--- src/rtl/tt_um_nithin574.sv ---
// Tiny Tapeout 8-bit accumulator ALU: one opcode per clock, ACC on uo_out, flags Z/C/N/V on uio_out[7:4].
// Optional build macro ALU_SATURATE_EN makes ADD/SUB saturate unsigned instead of wrapping.
module tt_um_nithin574 (
    input  logic       clk,
    input  logic       rst_n,
    input  logic       ena,
    input  logic [7:0] ui_in,
    input  logic [7:0] uio_in,
    output logic [7:0] uo_out,
    output logic [7:0] uio_out,
    output logic [7:0] uio_oe
);

    typedef enum logic [3:0] {
        OP_NOP  = 4'h0, OP_LOAD = 4'h1, OP_ADD = 4'h2, OP_SUB  = 4'h3,
        OP_AND  = 4'h4, OP_OR   = 4'h5, OP_XOR = 4'h6, OP_SHL  = 4'h7,
        OP_SHR  = 4'h8, OP_ROL  = 4'h9, OP_ROR = 4'hA, OP_INC  = 4'hB,
        OP_DEC  = 4'hC, OP_NOT  = 4'hD, OP_CLR = 4'hE, OP_SWAP = 4'hF
    } op_t;

    // Signed overflow: operands share a sign that the result does not.
    function automatic logic add_ovf(input logic [7:0] a, input logic [7:0] b, input logic [7:0] r);
        return (a[7] == b[7]) && (r[7] != a[7]);
    endfunction

    function automatic logic sub_ovf(input logic [7:0] a, input logic [7:0] b, input logic [7:0] r);
        return (a[7] != b[7]) && (r[7] != a[7]);
    endfunction

    logic [7:0] acc_r, acc_nxt_s;
    logic       z_r, c_r, n_r, v_r;
    logic       z_nxt_s, c_nxt_s, n_nxt_s, v_nxt_s;
    logic       upd_s;
    logic [8:0] sum_s, diff_s;
    logic [7:0] inc_s, dec_s;
    op_t        op_s;
    logic       unused_s;

    assign op_s     = op_t'(uio_in[3:0]);
    assign sum_s    = {1'b0, acc_r} + {1'b0, ui_in};
    assign diff_s   = {1'b0, acc_r} - {1'b0, ui_in};
    assign inc_s    = acc_r + 8'h01;
    assign dec_s    = acc_r - 8'h01;
    assign unused_s = &{1'b0, ena, uio_in[7:4]};

    // Next-state ALU: result, carry and overflow per opcode; Z/N follow the new ACC.
    always_comb begin
        acc_nxt_s = acc_r;
        c_nxt_s   = c_r;
        v_nxt_s   = 1'b0;
        upd_s     = 1'b1;
        case (op_s)
            OP_NOP: begin
                upd_s   = 1'b0;
                v_nxt_s = v_r;
            end
            OP_LOAD: acc_nxt_s = ui_in;
            OP_ADD: begin
                c_nxt_s = sum_s[8];
                v_nxt_s = add_ovf(acc_r, ui_in, sum_s[7:0]);
`ifdef ALU_SATURATE_EN
                if (sum_s[8]) acc_nxt_s = 8'hFF;
                else          acc_nxt_s = sum_s[7:0];
`else
                acc_nxt_s = sum_s[7:0];
`endif
            end
            OP_SUB: begin
                c_nxt_s = diff_s[8];
                v_nxt_s = sub_ovf(acc_r, ui_in, diff_s[7:0]);
`ifdef ALU_SATURATE_EN
                if (diff_s[8]) acc_nxt_s = 8'h00;
                else           acc_nxt_s = diff_s[7:0];
`else
                acc_nxt_s = diff_s[7:0];
`endif
            end
            OP_AND: acc_nxt_s = acc_r & ui_in;
            OP_OR:  acc_nxt_s = acc_r | ui_in;
            OP_XOR: acc_nxt_s = acc_r ^ ui_in;
            OP_SHL: begin
                acc_nxt_s = {acc_r[6:0], 1'b0};
                c_nxt_s   = acc_r[7];
            end
            OP_SHR: begin
                acc_nxt_s = {1'b0, acc_r[7:1]};
                c_nxt_s   = acc_r[0];
            end
            OP_ROL: begin
                acc_nxt_s = {acc_r[6:0], acc_r[7]};
                c_nxt_s   = acc_r[7];
            end
            OP_ROR: begin
                acc_nxt_s = {acc_r[0], acc_r[7:1]};
                c_nxt_s   = acc_r[0];
            end
            OP_INC: begin
                acc_nxt_s = inc_s;
                c_nxt_s   = (acc_r == 8'hFF);
                v_nxt_s   = add_ovf(acc_r, 8'h01, inc_s);
            end
            OP_DEC: begin
                acc_nxt_s = dec_s;
                c_nxt_s   = (acc_r == 8'h00);
                v_nxt_s   = sub_ovf(acc_r, 8'h01, dec_s);
            end
            OP_NOT: acc_nxt_s = ~acc_r;
            OP_CLR: begin
                acc_nxt_s = 8'h00;
                c_nxt_s   = 1'b0;
            end
            OP_SWAP: acc_nxt_s = {acc_r[3:0], acc_r[7:4]};
            default: begin
                upd_s   = 1'b0;
                v_nxt_s = v_r;
            end
        endcase
        if (upd_s) begin
            z_nxt_s = (acc_nxt_s == 8'h00);
            n_nxt_s = acc_nxt_s[7];
        end else begin
            z_nxt_s = z_r;
            n_nxt_s = n_r;
        end
    end

    // Accumulator and flag registers; reset input is active-high despite its name.
    always_ff @(posedge clk or posedge rst_n) begin
        if (rst_n) begin
            acc_r <= 8'h00;
            z_r   <= 1'b1;
            c_r   <= 1'b0;
            n_r   <= 1'b0;
            v_r   <= 1'b0;
        end else begin
            acc_r <= acc_nxt_s;
            z_r   <= z_nxt_s;
            c_r   <= c_nxt_s;
            n_r   <= n_nxt_s;
            v_r   <= v_nxt_s;
        end
    end

    assign uo_out  = acc_r;
    assign uio_out = {v_r, n_r, c_r, z_r, 4'b0000};
    assign uio_oe  = 8'hF0;

endmodule

--- config.mk ---
export PLATFORM = sky130hd
export DESIGN_NAME = tt_um_nithin574
export DESIGN_NICKNAME = d
export VERILOG_FILES = /design/src/rtl/tt_um_nithin574.sv
export SDC_FILE = /design/constraint.sdc
export NUM_CORES = 1
export LEC_CHECK = 0
export ABC_AREA = 1
export CAP_MARGIN = 20
export CORE_ASPECT_RATIO = 2
export CORE_MARGIN = 2
export CORE_UTILIZATION = 45
export DETAILED_ROUTE_END_ITERATION = 8
export PLACE_DENSITY_LB_ADDON = 0.12
export SYNTH_ARGS = -nofsm -noshare
export SYNTH_HDL_FRONTEND = slang
export SYNTH_SLANG_ARGS = --single-unit
--- constraint.sdc ---
create_clock -name clk -period 2.4 [get_ports clk]
set_clock_uncertainty 0.1 [all_clocks]
set_input_delay 0.6 -clock clk [delete_from_list [all_inputs] [get_ports clk]]
set_output_delay 0.6 -clock clk [all_outputs]
set_load 0.01 [all_outputs]
* Yosys cells after proc, flatten, opt, wreduce, memory -nomap -nowiden
Cells that the tools add are included.
** Word-level totals
- Logic and storage cells :: 49
- Output and inout port bits :: 24
- Input bits :: 19
- Bits in registers :: 12
** Operators by class
- Bitwise gates (word level) :: 5
- Add/sub/neg operators :: 4
- Muxes and demuxes :: 3
- Equal/unequal tests :: 22
- Reduce and logical (&&, ||, !) cells :: 10
** Operators by type and width (number)
- $pmux 8 s15 :: 1
- $eq 4x4->1 const B :: 8
- $eq 4x3->1 const B :: 4
- $logic_not 8->1 :: 2
- $add 8x8->9 :: 1
- $sub 8x8->9 :: 1
- $add 8x1->8 const B :: 1
- $and 8x8->8 :: 1
- $eq 4x2->1 const B :: 2
- $eq 8x8->1 const B :: 1
- $not 8->8 :: 1
- $or 8x8->8 :: 1
- $sub 8x1->8 const B :: 1
- $xor 8x8->8 :: 1
- $pmux 1 s7 :: 1
- $reduce_bool 7->1 :: 1
- $ne 1x1->1 :: 5
- $pmux 1 s5 :: 1
- $eq 4x1->1 const B :: 1
- $logic_and 1x1->1 :: 4
- $logic_not 4->1 :: 1
- $reduce_or 2->1 :: 2
- $eq 1x1->1 :: 1
- $not 1->1 :: 1

* Logic depth before layout (Yosys ltp)
Gate-level depths: netlist of the first run.
- Depth after elaboration :: 4
- Gate-level depth with buffers :: 17
- Depth with buffers taken out :: 16

* Least setup slack after synthesis of the first run
No wires, ideal clock.
- Path type :: register -> register
- Start :: register acc_r[0] (netlist: uo_out[0])
- End :: register z_r
- Path buffers :: 1
- Period minus slack after synthesis :: 2.441 ns
- Stages on the path, launching flop included :: 17
- Setup time :: 0.060 ns
- Setup slack :: -0.041 ns
- Arrival :: 2.281 ns
- Required time :: 2.240 ns
- Cells stage by stage :: dfrtp_1 -> clkbuf_1 -> inv_1 -> ha_1 -> inv_1 -> fa_1 -> nand3_1 -> nand2_1 -> nor2_1 -> nand2_1 -> nor2_1 -> nand2_1 -> nor2_1 -> nand2_1 -> nor2_1 -> nand3_1 -> nand2_1
** Between the ends
- Longest elaborated chain between the ends :: 3
- Elaborated cells on any way between the ends :: 10
- Those cells by class :: 4 x add/sub; 1 x mux; 4 x bitwise; 1 x reduce/logical
** RTL lines
- start: declaration :: RTL line 30 : logic [7:0] acc_r, acc_nxt_s;
- start signal: assignment :: RTL line 136 : acc_r <= acc_nxt_s;
- $sub 8x1->8 (tied with other cells) :: RTL line 43 : assign dec_s = acc_r - 8'h01;
- $pmux 8 s15 (*) :: RTL line 52 : case (op_s)
- $logic_not 8->1 (*) :: RTL line 119 : z_nxt_s = (acc_nxt_s == 8'h00);
- end signal: assignment :: RTL line 137 : z_r <= z_nxt_s;
- end: declaration :: RTL line 31 : logic z_r, c_r, n_r, v_r;
Mark *: on every way between the ends. The rest lies on a longest branch, timed or not.
A chain may end at the register's enable or synchronous reset.

* Worst setup path in the final report of the first run
- Start :: input port ui_in[0]
- End :: register z_r
** Between the ends
- Longest elaborated chain between the ends :: 3
- Elaborated cells on any way between the ends :: 7
- Those cells by class :: 2 x add/sub; 1 x mux; 3 x bitwise; 1 x reduce/logical
** RTL lines
- start: declaration :: RTL line 7 : input logic [7:0] ui_in,
- $sub 8x8->9 (tied with other cells) :: RTL line 41 : assign diff_s = {1'b0, acc_r} - {1'b0, ui_in};
- $pmux 8 s15 (*) :: RTL line 52
- $logic_not 8->1 (*) :: RTL line 119
Marked as above.

==> summary.md, run 1 <==
| Metric | Value |
|---|---|
| Starting Density | a little under half |
| Slew Limit Fails | 0 |
| First-pass DRT Iterations | 5 |
| Crit. Startpoint | ui_in[0] |
| Total congestion overflow | 0 |
| Clk root buf | clkbuf_16 |
| Reg2reg start | uo_out[0] |
| CP endpoint | z_r |
| Critical Path Source Type | input port |
| Yosys top cell area share | 22.3% |
| Ant. Diodes | 0 |
| Status | complete, no violations |
| Synth unique cells | 30 |
| Syn avg cell area | 5.49 µm² |
| GRT Util Overall | approximately a third |
| Post-synthesis sequential area ratio | 11.6% |
| Fmax | 0.432 GHz |
| Reg2reg path depth | 14 |
| Multiplexer share of the synthesized area | 0% |
| Hold_ws | 383 ps |
| Sink Count | 12 |
| CTS Buffer Depth | 2 |
| Vias | between 3000 and 4000 |
| Clock slew at reported path FFs | about 50 ps |
| Finished Core Util | 69.0% |
| Number of endpoints failing setup at the final stage | 0 |
| Hold Vio Cnt, Final | 0 |
| Crit-path max FO | 4 |
| Dpl hpwl | between 9 and 10 mm |
| Residual DRC | 0 |
| First-pass GRT wire length | roughly 17 mm |
| Post-Syn Area | about 2600 µm² |
| Synth area leaders | nand2_1 (22%), ha_1 (14%), nand3_1 (12%) |
| Largest net degree at the start of global routing | 13 |
| Final min period | 2310 ps |
| Max VDD drop | 644 µV |
| CTS tree | yes |
| Layout fillers | about 550 |
| Reg2reg setup slack | approximately 100 ps |
| Yosys warns | 0 |
| Critical R2R Capture | z_r |
| Row cnt | 39 |
| Compound-Gate Fraction of Synth Area | about 7.4% |
| Vias in the first global route | approximately 3500 |
| Gpl congestion | 1.05 |
| Hold WC Path Type | reg2reg |
| I/O Buffers | 25 |
| Initial antenna violation count | 0 |
| PwrDens | 683 nW/µm² |
| Endpoint type of the worst setup path | flop |
| Post-synth top area cell | nand2_1 |
| Main combinational cell family by area after synthesis | simple AND/OR/NAND/NOR gates |
| DR vias/cell | approximately 5.4 |
| Initial DRC Count | 224 |
| Synth Area in Adders | 15.4% |
| Data required, critical path | approximately 2500 ps |
| Crit Path Class | in2reg |
| MaxCap Viol Count | 0 |
| Die height | 112 µm |
| Tcrit/Tclk final | 96.4% |
| Area grow syn2layout | 49.7% |
| CTS Buf Count | 3 |
| Critical Path AT | ~2400 ps |
| Die width | 57.8 µm |
| Synthesized-area fraction occupied by and/or/nand/nor cells | roughly 49% |
| WL/cell | ~17 µm |
| Relative max-transition margin | 64.5% |
| Layout cells sized above 1 | 29.2% |
| Skew-Pair Late Insertion Delay | ~250 ps |
| Worst-Margin Slew | around 530 ps |
| Post-layout nets | 646 |
| Ports | 43 |
| RSZ-0062 raised after global routing | yes |
| Die area | 6460 µm² |
| Post-DRT Antenna Nets | 0 |
| Static Leak | 0.00220 µW |
| FF+latch count, synth | 12 |
| Cells after synthesis | 475 |
| CTS H-tree depth | 1 |
| Core footprint | 5660 µm² |
| Post-Synth XOR/XNOR Area | around 1.3% |
| WL final | 11.1 mm |
[where the power goes]
part           switching (µW)  leakage [µW]  internal, µW
combinational            1120       0.00201           897
sequential               50.0      0.000148           257
clock                    95.3     0.0000442           252
total                    1260       0.00220          1410
[cell families after synthesis]
kind of cell,count (synthesis)
simple gates,307
other cells,2
flops,12
compound gates,34
xor+xnor,4
fa+ha+maj,31
buf+inv,85
[worst min path at each step]
stage               end  slack [ps]  start  cells past startpoint
floorplan           z_r         350    z_r                      2
finish              z_r         380    z_r                      2
global placement    z_r         370    z_r                      2
global route        z_r         390    z_r                      2
detailed placement  z_r         380    z_r                      2
CTS                 z_r         380    z_r                      2
[flip-flops by register name, summed over array words and instances (netlist names)]
register,cells
z_r,1
v_r,1
n_r,1
c_r,1
uo_out,8
[per-layer routing]
| metal | vias to the layer above | GRT usage (%) | routed length, µm |
|---|---|---|---|
| met5 | - | 0 | 0 |
| met4 | 0 | 24.5 | 1010 |
| met3 | 66 | 3.02 | 510 |
| met2 | 162 | 63.6 | 5740 |
| met1 | 1610 | 35.5 | 3860 |
| li1 | 1720 | - | - |
[critical path, stage by stage]
cell and delay (ps):
buf_2 120, ha_2 180, inv_1 60, fa_2 510
nand3b_1 100, nand2_1 60, nor2_1 90, nand2_1 70
nor2_2 110, nand2_1 60, nor2_1 110, nand2_1 100
nor2_4 100, nand3_1 80, nand2_1 60
[through the flow]
stage | cell area [µm²] | power (µW) | instances | setup TNS [ps] | setup WS [ps]
finish | 3910 | 2670 | 656 | 0 | 85.4
global route | 3910 | 2850 | 656 | -10.4 | -7.57
CTS | 3820 | 2570 | 655 | -8.15 | -8.15
detailed placement | 3570 | 2080 | 647 | -4360 | -581
global placement | 3570 | 2060 | 647 | -4060 | -540
floorplan | 2650 | 1230 | 485 | 0 | 66.9
[what timing repair did]
action,4_1_cts,5_1_grt
hold buffers,0,0
pin swaps,7,15
buffers inserted,4,1
resized for setup,42,37
setup endpoints to repair,11,8
[cells in the mapped netlist]
cell type / instances
nand3b_1: 3
fa_1: 2
a21o_1: 1
o22ai_1: 2
buf_2: 3
xnor2_1: 2
xor2_1: 2
buf_4: 16
clkbuf_2: 1
a21oi_1: 16
dfstp_2: 1
o21ai_0: 9
conb_1: 2
nor2_1: 66
clkinv_1: 1
nand2_1: 155
inv_1: 59
o21a_1: 2
clkbuf_1: 5
nand3_1: 65
o211ai_1: 2
dfrtp_1: 11
nand2_2: 2
a22o_1: 1
nor2_2: 2
nor3_1: 4
ha_1: 29
nand4_1: 9
o2111ai_1: 1
or2_2: 1
[final cells by class]
class                      count  area (µm²)  share of cell area (%)
clock buffer                   4        88.8                    2.27
inverter                      60         225                    5.77
timing repair buffer         131        1050                    26.9
multi-input combinational    388        2160                    55.4
sequential                    12         302                    7.72
tap                           61        76.3                    1.95
[placed cells by master, fill, tap and decap left out, types with 13 or more instances in the layout]
master and count:
ha_1 22, inv_2 13, nand2_1 148, nand3_1 58, inv_1 47, nor2_2 14
nor2_1 51, clkdlybuf4s50_1 15, buf_4 105
(Power assumes the default switching activity.)
==> run 2, diff against run 1 <==
ABC_CLOCK_PERIOD_IN_PS = 2400   (was not set)
PLACE_DENSITY = 0.72   (was not set)
PLACE_DENSITY_LB_ADDON = not set   (was 0.12)
==> summary.md, run 2 (same netlist as run 1, synthesis figures left out) <==
| Metric | Value |
|---|---|
| Status | complete, no violations |
| CTS H-tree depth | 1 (unchanged) |
| Area of placed instances | 3590 µm² (+0.56%) |
| Ant. Diodes | 0 (unchanged) |
| Tcrit/Tclk final | 95.7% (-0.71 points) |
| Hold path endpoint | n_r |
| Die width | 57.8 µm (unchanged) |
| Pre-CTS setup slack | -566 ps (+14.8 ps) |
| Relative max-transition margin | 66.2% (+1.7 points) |
| Post-DRT Antenna Nets | 0 (unchanged) |
| Slew Limit Fails | 0 (unchanged) |
| Core footprint | 5660 µm² (unchanged) |
| Clock slew at reported path FFs | 50 ps (about the same) |
| Area of the multi-input gates | 2230 µm² (+3.2%) |
| Die height | 112 µm (unchanged) |
| Initial antenna violation count | 0 (unchanged) |
| Total congestion overflow | 0 (unchanged) |
| CTS tree | yes |
| Die area | 6460 µm² (unchanged) |
| Critical R2R Capture | z_r |
| DR vias/cell | 5.57 (+2.7%) |
| First-pass GRT wire length | 17.9 mm (+4.5%) |
| Largest net degree at the start of global routing | 13 (unchanged) |
| Critical path, cell by cell | dlygate4sd2_1 -> inv_2 -> ha_4 -> buf_4 -> nor2_1 -> a21oi_1 -> or2_2 -> nand3_1 -> nand3_1 -> nor2_1 -> nand3_1 -> nand2_1 |
| Crit Path Class | in2reg |
| Critical Path Source Type | input port |
| Max stage delay on crit path | 280 ps (-230 ps) |
| Hold Vio Cnt, Final | 0 (unchanged) |
| PwrDens | 683 nW/µm² (about the same) |
| Final min period | 2300 ps (-17.0 ps) |
| Worst-Margin Slew | 507 ps (-25.3 ps) |
| WL final | 11.2 mm (+0.66%) |
| Static Leak | 0.00220 µW (+0.30%) |
| Max reg flops | 8 (unchanged) |
| Endpoint type of the worst setup path | flop |
| Ports | 43 (unchanged) |
| Reg2reg start | uo_out[0] |
| Dpl hpwl | 8.94 mm (-0.90%) |
| Fmax | 0.435 GHz (+0.74%) |
| Hold Startpoint | n_r |
| Starting Density | 46.1% (unchanged) |
| Critical-path top delay cell | or2_2 |
| Skew-Pair Late Insertion Delay | 250 ps (about the same) |
| Most frequent cells in the layout | nand2_1 (142), buf_4 (102), nand3_1 (57) |
| Commonest non-fill, non-tap cell in the layout | nand2_1 |
| Setup TNS | 0 ps (unchanged) |
| Fin area | 3990 µm² (+2.1%) |
| Hold WC Path Type | reg2reg |
| First-pass DRT Iterations | 5 (unchanged) |
| Post-layout nets | 645 (-0.15%) |
| Number of endpoints failing setup at the final stage | 0 (unchanged) |
| Total Power | 2720 µW (+2.0%) |
| Residual DRC | 0 (unchanged) |
| Max VDD drop | 714 µV (+11%) |
| Cell seen most often among critical-path stages | nand3_1 |
| Area grow syn2layout | 52.8% |
| FF+latch area | 303 µm² (+0.41%) |
| Final WS setup | 102 ps (+17.0 ps) |
| RSZ-0062 raised after global routing | yes |
| Gpl congestion | 0.985 (-6.1%) |
| Crit-path max FO | 5 (+1) |
| GRT Util Overall | 36.3% (+1.3 points) |
| Critical Path AT | 2390 ps (about the same) |
| Vias | 3648 (+2.5%) |
| Worst Hold Depth | 1 (-1) |
| CTS Buf Count | 3 (unchanged) |
| Layout cells sized above 1 | 32.0% (+2.7 points) |
| Sink Count | 12 (unchanged) |
| Clk root buf | clkbuf_16 |
| Initial DRC Count | 187 (-17%) |
| I/O Buffers | 25 (unchanged) |
| Layout fillers | 521 (-5.4%) |
| CTS Buffer Depth | 2 (unchanged) |
| Row cnt | 39 (unchanged) |
| MaxCap Viol Count | 0 (unchanged) |
| Reg2reg path depth | 14 (unchanged) |
| Data required, critical path | 2490 ps (about the same) |
| Vias in the first global route | 3816 (+8.8%) |
| WL/cell | 17.1 µm (+0.81%) |
| Reg2reg setup slack | 120 ps (+20 ps) |
-- run 2: metrics by stage --
step	instances	util [%]	hold WS, ps
floorplan	485	-	348
global placement	648	63.5	370
detailed placement	648	63.5	390
CTS	654	68.0	398
global route	655	70.4	424
finish	655	70.4	398
-- run 2: how the worst max path moves through the flow --
stage	from	end	slack, ps	cells after the start
global route	uo_out[0]	z_r	-10	14
CTS	ui_in[4]	z_r	9	15
floorplan	uo_out[3]	z_r	70	13
global placement	ui_in[0]	z_r	-490	15
finish	ui_in[2]	z_r	100	12
detailed placement	ui_in[0]	z_r	-570	15
-- run 2: area by class of cell --
type / instances / share of cell area, %
multi-input cells: 388 / 56.0
repair buffers: 130 / 26.5
well taps: 61 / 1.91
inverters: 60 / 5.81
flip-flops and latches: 12 / 7.60
clock buffers: 4 / 2.23
-- run 2: power by group --
part | switching, µW | internal [µW]
Sequential | 57.5 | 258
Combinational | 1150 | 902
Clock | 99.1 | 253
Total | 1310 | 1410
-- run 2: per-layer routing --
| layer | up-vias | share of wire, % | GRT usage [%] | routed length, µm |
|---|---|---|---|---|
| li1 | 1716 | - | - | - |
| met1 | 1672 | 33 | 36.0 | 3700 |
| met2 | 183 | 52 | 63.4 | 5770 |
| met3 | 77 | 4.9 | 3.95 | 551 |
| met4 | 0 | 10 | 31.0 | 1170 |
| met5 | - | 0 | 0 | 0 |
-- run 2: worst max-delay path, delay by kind of cell --
kind                     cells  cell delay [ps]
AND/OR/NAND/NOR              7              970
buffers and inverters        3              490
adder cells (fa/ha/maj)      1              210
AO/OA/AOI/OAI                1              120
-- run 2: what timing repair did --
action,CTS,global route
hold endpoints to repair,0,0
endpoints found under the setup margin,11,8
resized for setup,51,51
setup buffers,2,1
pin swaps,14,18
gates cloned,0,0
hold buffers,0,0
